**src/rtl/cpu_types_pkg.sv**
```systemverilog
// Shared CPU types: machine word, fetch queue entry and fetch queue FSM state.
package cpu_types_pkg;

    typedef logic [31:0] word_t;

    typedef struct packed {
        word_t instr;
        word_t npc;
    } fq_entry_t;

    typedef enum logic [1:0] {
        FQ_RUN   = 2'd0,
        FQ_STALL = 2'd1,
        FQ_HALT  = 2'd2
    } fq_state_t;

endpackage

```
**src/rtl/fetch_queue.sv**
```systemverilog
// Decoupling queue between the icache and decode; drives the PC enable so
// the PC only advances when a word is captured or a redirect arrives.
module fetch_queue
    import cpu_types_pkg::*;
#(
    parameter int DEPTH = 2
) (
    input  logic      CLK,
    input  logic      RST,
    input  word_t     pc_addr,
    output logic      pcEN,
    output logic      imemREN,
    output word_t     imemaddr,
    input  logic      ihit,
    input  word_t     imemload,
    input  logic      flush,
    input  logic      halt,
    output logic      deq_valid,
    input  logic      deq_ready,
    output word_t     deq_instr,
    output word_t     deq_npc,
    output fq_state_t dbg_state_o,
    output logic [$clog2(DEPTH):0] dbg_count_o
);

    localparam int PW = $clog2(DEPTH);
    localparam int CW = PW + 1;

    // Handshake: an entry leaves the head only on a cycle where deq_valid
    // and deq_ready are both high and no effective flush is present.

    fq_state_t       state_q, state_d;
    logic [CW-1:0]   count_q, count_d;
    logic [PW-1:0]   wr_ptr_q, wr_ptr_d;
    logic [PW-1:0]   rd_ptr_q, rd_ptr_d;
    fq_entry_t       mem_q [DEPTH];

    logic accept;
    logic pop;
    logic flush_eff;

    assign imemaddr  = pc_addr;
    assign deq_valid = (count_q != '0);
    assign deq_instr = mem_q[rd_ptr_q].instr;
    assign deq_npc   = mem_q[rd_ptr_q].npc;

    // Once halted, redirects no longer touch the queue so it can drain.
    assign flush_eff = flush && (state_q != FQ_HALT);
    assign accept    = imemREN && ihit;
    assign pop       = deq_valid && deq_ready && !flush_eff;
    assign pcEN      = accept || (flush && !RST);

    assign dbg_state_o = state_q;
    assign dbg_count_o = count_q;

    always_ff @(posedge CLK or posedge RST) begin
        if (RST) begin
            state_q <= FQ_RUN;
        end else begin
            state_q <= state_d;
        end
    end

    always_comb begin
        state_d = state_q;
        case (state_q)
            FQ_RUN: begin
                if (halt) begin
                    state_d = FQ_HALT;
                end else if (flush) begin
                    state_d = FQ_RUN;
                end else if (count_d == CW'(DEPTH)) begin
                    state_d = FQ_STALL;
                end
            end
            FQ_STALL: begin
                if (halt) begin
                    state_d = FQ_HALT;
                end else if (flush || pop) begin
                    state_d = FQ_RUN;
                end
            end
            FQ_HALT: state_d = FQ_HALT;
            default: state_d = FQ_RUN;
        endcase
    end

    always_comb begin
        imemREN = 1'b0;
        if ((state_q == FQ_RUN) && !flush && !RST) begin
            imemREN = 1'b1;
        end
    end

    always_comb begin
        count_d  = count_q;
        wr_ptr_d = wr_ptr_q;
        rd_ptr_d = rd_ptr_q;
        if (flush_eff) begin
            count_d  = '0;
            wr_ptr_d = '0;
            rd_ptr_d = '0;
        end else begin
            count_d = count_q + CW'(accept) - CW'(pop);
            if (accept) begin
                wr_ptr_d = wr_ptr_q + PW'(1);
            end
            if (pop) begin
                rd_ptr_d = rd_ptr_q + PW'(1);
            end
        end
    end

    always_ff @(posedge CLK or posedge RST) begin
        if (RST) begin
            count_q  <= '0;
            wr_ptr_q <= '0;
            rd_ptr_q <= '0;
        end else begin
            count_q  <= count_d;
            wr_ptr_q <= wr_ptr_d;
            rd_ptr_q <= rd_ptr_d;
        end
    end

    // Storage needs no reset: count gates visibility of every slot.
    always_ff @(posedge CLK) begin
        if (accept) begin
            mem_q[wr_ptr_q] <= '{instr: imemload, npc: pc_addr + 32'd4};
        end
    end

endmodule

```
**config.mk**
```make
export PLATFORM = sky130hd
export DESIGN_NAME = fetch_queue
export DESIGN_NICKNAME = d
export VERILOG_FILES = /design/src/rtl/cpu_types_pkg.sv /design/src/rtl/fetch_queue.sv
export SDC_FILE = /design/constraint.sdc
export NUM_CORES = 1
export LEC_CHECK = 0
export CAP_MARGIN = 40
export CORE_MARGIN = 10
export CORE_UTILIZATION = 43
export CTS_CLUSTER_SIZE = 10
export DETAILED_ROUTE_END_ITERATION = 6
export GPL_TIMING_DRIVEN = 0
export PLACE_DENSITY = 0.77
export SLEW_MARGIN = 30
export SYNTH_ARGS = -nofsm -noshare
export SYNTH_HDL_FRONTEND = slang
export SYNTH_SLANG_ARGS = --single-unit
```
**constraint.sdc**
```tcl
create_clock -name CLK -period 4.23 [get_ports CLK]
set_input_delay 0.6345 -clock CLK [delete_from_list [all_inputs] [get_ports CLK]]
set_output_delay 0.6345 -clock CLK [all_outputs]
set_load 0.005 [all_outputs]
```
==> metrics.md <==
| Metric | Value |
|---|---|
| Leading post-synthesis cells by cell area | `edfxtp_1 66%, mux2_2 12%, buf_4 4.3%, xor2_1 2.9%, dfrtp_1 2.6%` |
| Ys async rst share | `about 4.5%` |
| WL/cell | `roughly 18 µm` |
| GR Util met2 | `between 20 and 25%` |
| Total die area | `between 15000 and 20000 µm²` |
| Setup Fix Bufs, Post-CTS | `0` |
| Post-CTS sizing | `0` |
| Register area | `approximately 4000 µm²` |
| Critical path's largest stage delay | `~0.57 ns` |
| Clk sinks | `approximately 130` |
| Part of the Yosys area used for sequential elements | `between 60% and 70%` |
| Crit Path Max Fanout | `5` |
| Worst-path cell chain | `clkdlybuf4s50_1, nor4_1, nand2_1, o21ai_0, clkdlybuf4s50_1` |
| Share of cells above drive strength 1 | `26.43%` |
| XOR/XNOR Fraction of Synth Area | `just under 5%` |
| Routing usage on met3 | `~6.3%` |
| Final setup viols | `0` |
| Largest net degree at the start of global routing | `34` |
| Synth warn | `0` |
| Area growth from synthesis to layout | `44.98%` |
| Vias in the first global route | `3859` |
| Cell variety after synth | `33` |
| GRT overflow | `0` |
| Worst hold path type | `in2async` |
| Routed Antenna Nets | `0` |
| Setup ws final | `about 0.90 ns` |
| Clock tree buffer depth | `2` |
| Via-to-Cell Ratio | `4.818` |
| GPL Wtd Cong | `slightly above 0.8` |
| Final min period | `3.331 ns` |
| Die Ht | `between 100 and 150 µm` |
| Num CTS Buffers | `17` |
| Most used standard cell by instance count after synthesis | `edfxtp_1` |
| Multi-input logic area | `around 1500 µm²` |
| Most used routing layer in global routing | `met2` |
| Worst Max-Slew Pin Slew | `0.6232 ns` |
| Total Wirelength | `about 13000 µm` |
| Clock Pin Slew Worst Setup and Hold Paths | `0.05 ns` |
| Final number of max-transition violations | `0` |
| Placed instance area | `roughly 7900 µm²` |
| Setup Skew | `approximately 0.0046 ns` |
| Critical Path AT | `2.70 ns` |
| Share of the synthesized area in the top cell type | `~66%` |
| Main combinational cell family by area after synthesis | `multiplexers` |
| Max cap viols | `0` |
| DR pass1 iterations | `4` |
| Run status | `completed` |
| Tcrit/Tclk final | `about four fifths` |
| CP Class | `in2out` |
| Die Span X | `136.1 µm` |
| Leak | `2.965 nW` |
| Num rows | `42` |
| Fill count | `between 900 and 1000` |
| Cell mode on critical path | `clkdlybuf4s50_1` |
| Initial antenna violation count | `1` |
| First-pass GRT wire length | `20030 µm` |
| CP endpoint kind | `output pin` |
| Post-CTS Hold Buffers | `0` |
| Net Count, Synth | `425` |
| Main synth FF type | `edfxtp_1` |
| TritonCTS clock tree | `done` |
| Routed vias | `about 3600` |
| Adder-Cell Fraction of Synth Area | `less than 1%` |
| Post-Synth Simple-Gate Area | `7.015%` |
| Startpoint types | `primary input` |
| Worst path required time | `around 3.6 ns` |
| Cell count after synthesis | `roughly 350` |
| Hold Fails Final Rpt | `0` |
| Post-DP HPWL | `approximately 9700 µm` |
| Rel. slew slack | `58.07%` |
| Nets | `620` |
| Clock Latency Late Sink | `roughly 0.40 ns` |
| Initial Util | `a little over two fifths` |
| Number of port buffers | `172` |
| Mapped Area | `roughly 5800 µm²` |
| GRT Total Usage | `between 10% and 20%` |
| Maximum VDD drop | `around 0.00022 V` |
| Critical path's slowest cell | `nor4_1` |
| Synth Area in Compound Gates | `less than 1%` |
| EDFF count, synth | `between 100 and 150` |
| Core area | `13240 µm²` |
| I/O pin cnt | `173` |
| F_max | `roughly 300 MHz` |
| Dpl cells | `roughly 700` |
| Register bit total from synthesis | `roughly 130` |
| RSZ-0062 raised after global routing | `no` |
| Most instantiated cells after synthesis | `128 x edfxtp_1, 64 x mux2_2, 33 x buf_4, 19 x xor2_1, 12 x nand2_1` |
| Non-filler instance count after layout | `737` |
| Post-synthesis average cell area | `approximately 16 µm²` |
| DRC viols | `0` |
| Met1 usage | `between 10 and 15%` |
| H-tree lvl count | `4` |
| Largest area contributor in the netlist | `edfxtp_1` |
| Pwr Density | `around 460 nW/µm²` |
| Portion of netlist area occupied by mux cells | `between 10% and 20%` |
| Design Area, Final | `about 8400 µm²` |
| Pre-CTS setup slack | `just over 0.9 ns` |
| Clock root buffer master | `clkbuf_16` |
| Initial DRC Count | `138` |
| Hold slack | `roughly 0.49 ns` |
-- through the flow --
stage          power (W)  TNS, ns  util [%]
2_1_floorplan   0.002000        0         -
3_3_place_gp    0.002556   -49.45     58.46
3_5_place_dp    0.002569        0     59.31
4_1_cts         0.003939        0     63.44
5_1_grt         0.004050        0     63.44
6_report        0.003882        0     63.46
-- critical path: cells and delay by family --
family / cells / cell delay [ns]
buf+inv: 2 / 1.04
simple gates: 2 / 0.87
compound gates: 1 / 0.15
-- placed cells by master, fill, tap and decap left out, types with 5 or more instances in the layout --
master	synthesis	layout
nand4_1	5	5
nand3_1	9	9
inv_1	8	8
nor2_1	9	8
dfrtp_1	6	6
buf_4	33	33
mux2_2	64	64
clkinv_2	0	5
xor2_1	19	19
clkbuf_1	3	6
xnor2_1	11	11
edfxtp_1	128	128
buf_2	6	6
clkdlybuf4s50_1	0	172
nor3_1	7	7
nand2_1	12	12
clkbuf_16	0	17
nor4_2	5	5
-- cell families (layout without fill, tap and decap cells) --
logic type / count (synthesis) / count (layout)
other: 0 / 1
buffers and inverters: 51 / 259
multiplexers: 64 / 64
flip-flops: 134 / 134
XOR/XNOR: 31 / 31
AND/OR/NAND/NOR: 65 / 65
adder cells (fa/ha/maj): 3 / 3
AO/OA/AOI/OAI: 4 / 4
-- metal layers --
layer	wire length, µm	up-vias
li1	-	1692
met1	4985	1718
met2	6698	123
met3	1116	18
met4	159	0
met5	0	-
-- registers in the layout, summed over array words and instances (netlist names) --
register	flops
rd_ptr_q	1
wr_ptr_q	1
dbg_count_o	2
dbg_state_o	2
mem_q	128
-- where the power goes --
part	internal, W	switching, W
Clock	0.000854	0.000504
Combinational	0.000662	0.000379
Sequential	0.00147	0.0000111
Total	0.00299	0.000894
-- final timing paths --
| path | startpoint | endpoint | slack [ns] | cells past startpoint |
|---|---|---|---|---|
| worst max-delay path | flush | pcEN | 0.90 | 5 |
| worst min-delay path | RST | dbg_state_o[1] | 0.49 | 2 |
| worst max register to register | dbg_state_o[1] | dbg_state_o[0] | 1.54 | 9 |
| worst min register to register | dbg_state_o[1] | dbg_state_o[0] | 0.56 | 1 |
| max in group asynchronous | RST | dbg_count_o[1] | 3.55 | 2 |
| min in group CLK | dbg_state_o[1] | dbg_state_o[0] | 0.56 | 1 |
-- layout make-up --
cell class                 instances  area share, %
multi-input combinational        167          17.67
buffer                            43          3.573
antenna                            1        0.02978
clock inverter                    12          1.325
clock buffer                      20          5.196
timing repair buffer             176          21.71
inverter                           8         0.3573
sequential                       134          47.52
tap                              176          2.620
Power figures use the tool's default switching activity.
==> RTL change (same flow settings) <==
Change the parameter `DEPTH` from 2 to 4.
--- a/src/rtl/fetch_queue.sv
+++ b/src/rtl/fetch_queue.sv
@@ -5,3 +5,3 @@
 #(
-    parameter int DEPTH = 2
+    parameter int DEPTH = 4
 ) (
Interface: changed (resized dbg_count_o); port bits go from 173 to 174. The function was not compared with the original's and may differ.
==> RTL change against the original RTL <==
Sequential cell count rose by 131; wire length up 78%; final area is 64% higher; worst setup slack worse by 0.20 ns; area after synthesis rose by 83%; critical path type is now register to output port; power rose by 90%; largest power group unchanged; die area increased by 69%; non-clock buffer count is 11 higher; critical path depth decreased by 1; maximum frequency is 5.7% lower; via count is 56% higher; largest cell class unchanged.
==> RTL change: results <==
group,metric,value,unit
outcome,status,"finished, final reports clean",
placed_design,port-buffer-count,173,
routing,wl_met3,1.801,mm
pwr,p_leak,4.521,nW
routing,detail_route.first_pass.iterations,5,
finish,largest_reg_flops,256,
cts,cts_buffer_depth,3,
global_route,grt_max_degree,38,
global_route,use_met2,25.66,%
finish,nets,800,
pwr,seqPwrFrac,39.8,%
sta,worst_slew_pin_slew,0.6808,ns
critical_path,r2r-start,"dbg_state_o[0]$_DFFE_PP0P_",
pwr,max-vdd-ir-drop,295.7,µV
placed_design,pre_cts_ws,0.1693,ns
critical_path,crit_end,"deq_npc[22]",
finish,n_fill_cell,1817,
synthesis,synthAdderAreaFrac,1.016,%
global_route,grtUsageMet3,3.990,%
sta,worst_clock_skew,0.01376,ns
pwr,clk-power,0.00231,W
synthesis,yosysSeqAreaShare,74.72,%
routing,wl_met2,11.92,mm
finish,finalInstanceArea,0.01375,mm²
critical_path,r2r_cells,13,
finish,insertedDiodeCount,0,
placed_design,dp_hpwl,15.74,mm
synthesis,synthMuxAreaShare,13.61,%
routing,wl_per_cell,21.80,µm
global_route,grt_pass1_vias,6185,
synthesis,synthTopCellsByCount,"edfxtp_1 (256), mux4_2 (64), buf_4 (32), xnor2_1 (24), nand2_1 (16)",
critical_path,regToRegSetupSlack,1.16,ns
sta,final_critical_path_setup_slack,0.6975,ns
synthesis,ys_async_sr_fraction,3.396,%
global_route,grt_usage,14.61,%
cts,clkLatencyLatePin,0.54,ns
cts,numCtsBuffers,31,
global_route,grt_pass1_wl,35.76,mm
## RTL change: cell types whose count changed after synthesis, sizes merged, moves of 10 or more
cell and delta:
mux2 -64, xor2 -10, mux4 +64, edfxtp +128
xnor2 +13
## RTL change: through the flow
stage	cells	setup TNS (ns)	total power, W
finish	1060	0	0.007372
global route	1060	0	0.007731
CTS	1059	0	0.007514
detailed placement	1012	0	0.005174
global placement	1005	-177.68	0.005117
floorplan	508	0	0.004032
## RTL change: area by class of cell
type                       count  share of cell area (%)
inverter                       9                  0.2456
timing repair buffer         181                   13.54
clock inverter                 2                  0.1274
buffer                        49                   2.265
tap                          324                   2.947
multi-input combinational    185                   17.10
sequential                   265                   57.53
clock buffer                  45                   6.249
## RTL change: worst max-delay path: stages, from the launching register on
cell	delay (ns)
dfrtp_1	0.34
clkbuf_1	0.50
buf_1	0.58
mux4_2	0.42
clkdlybuf4s50_1	0.51
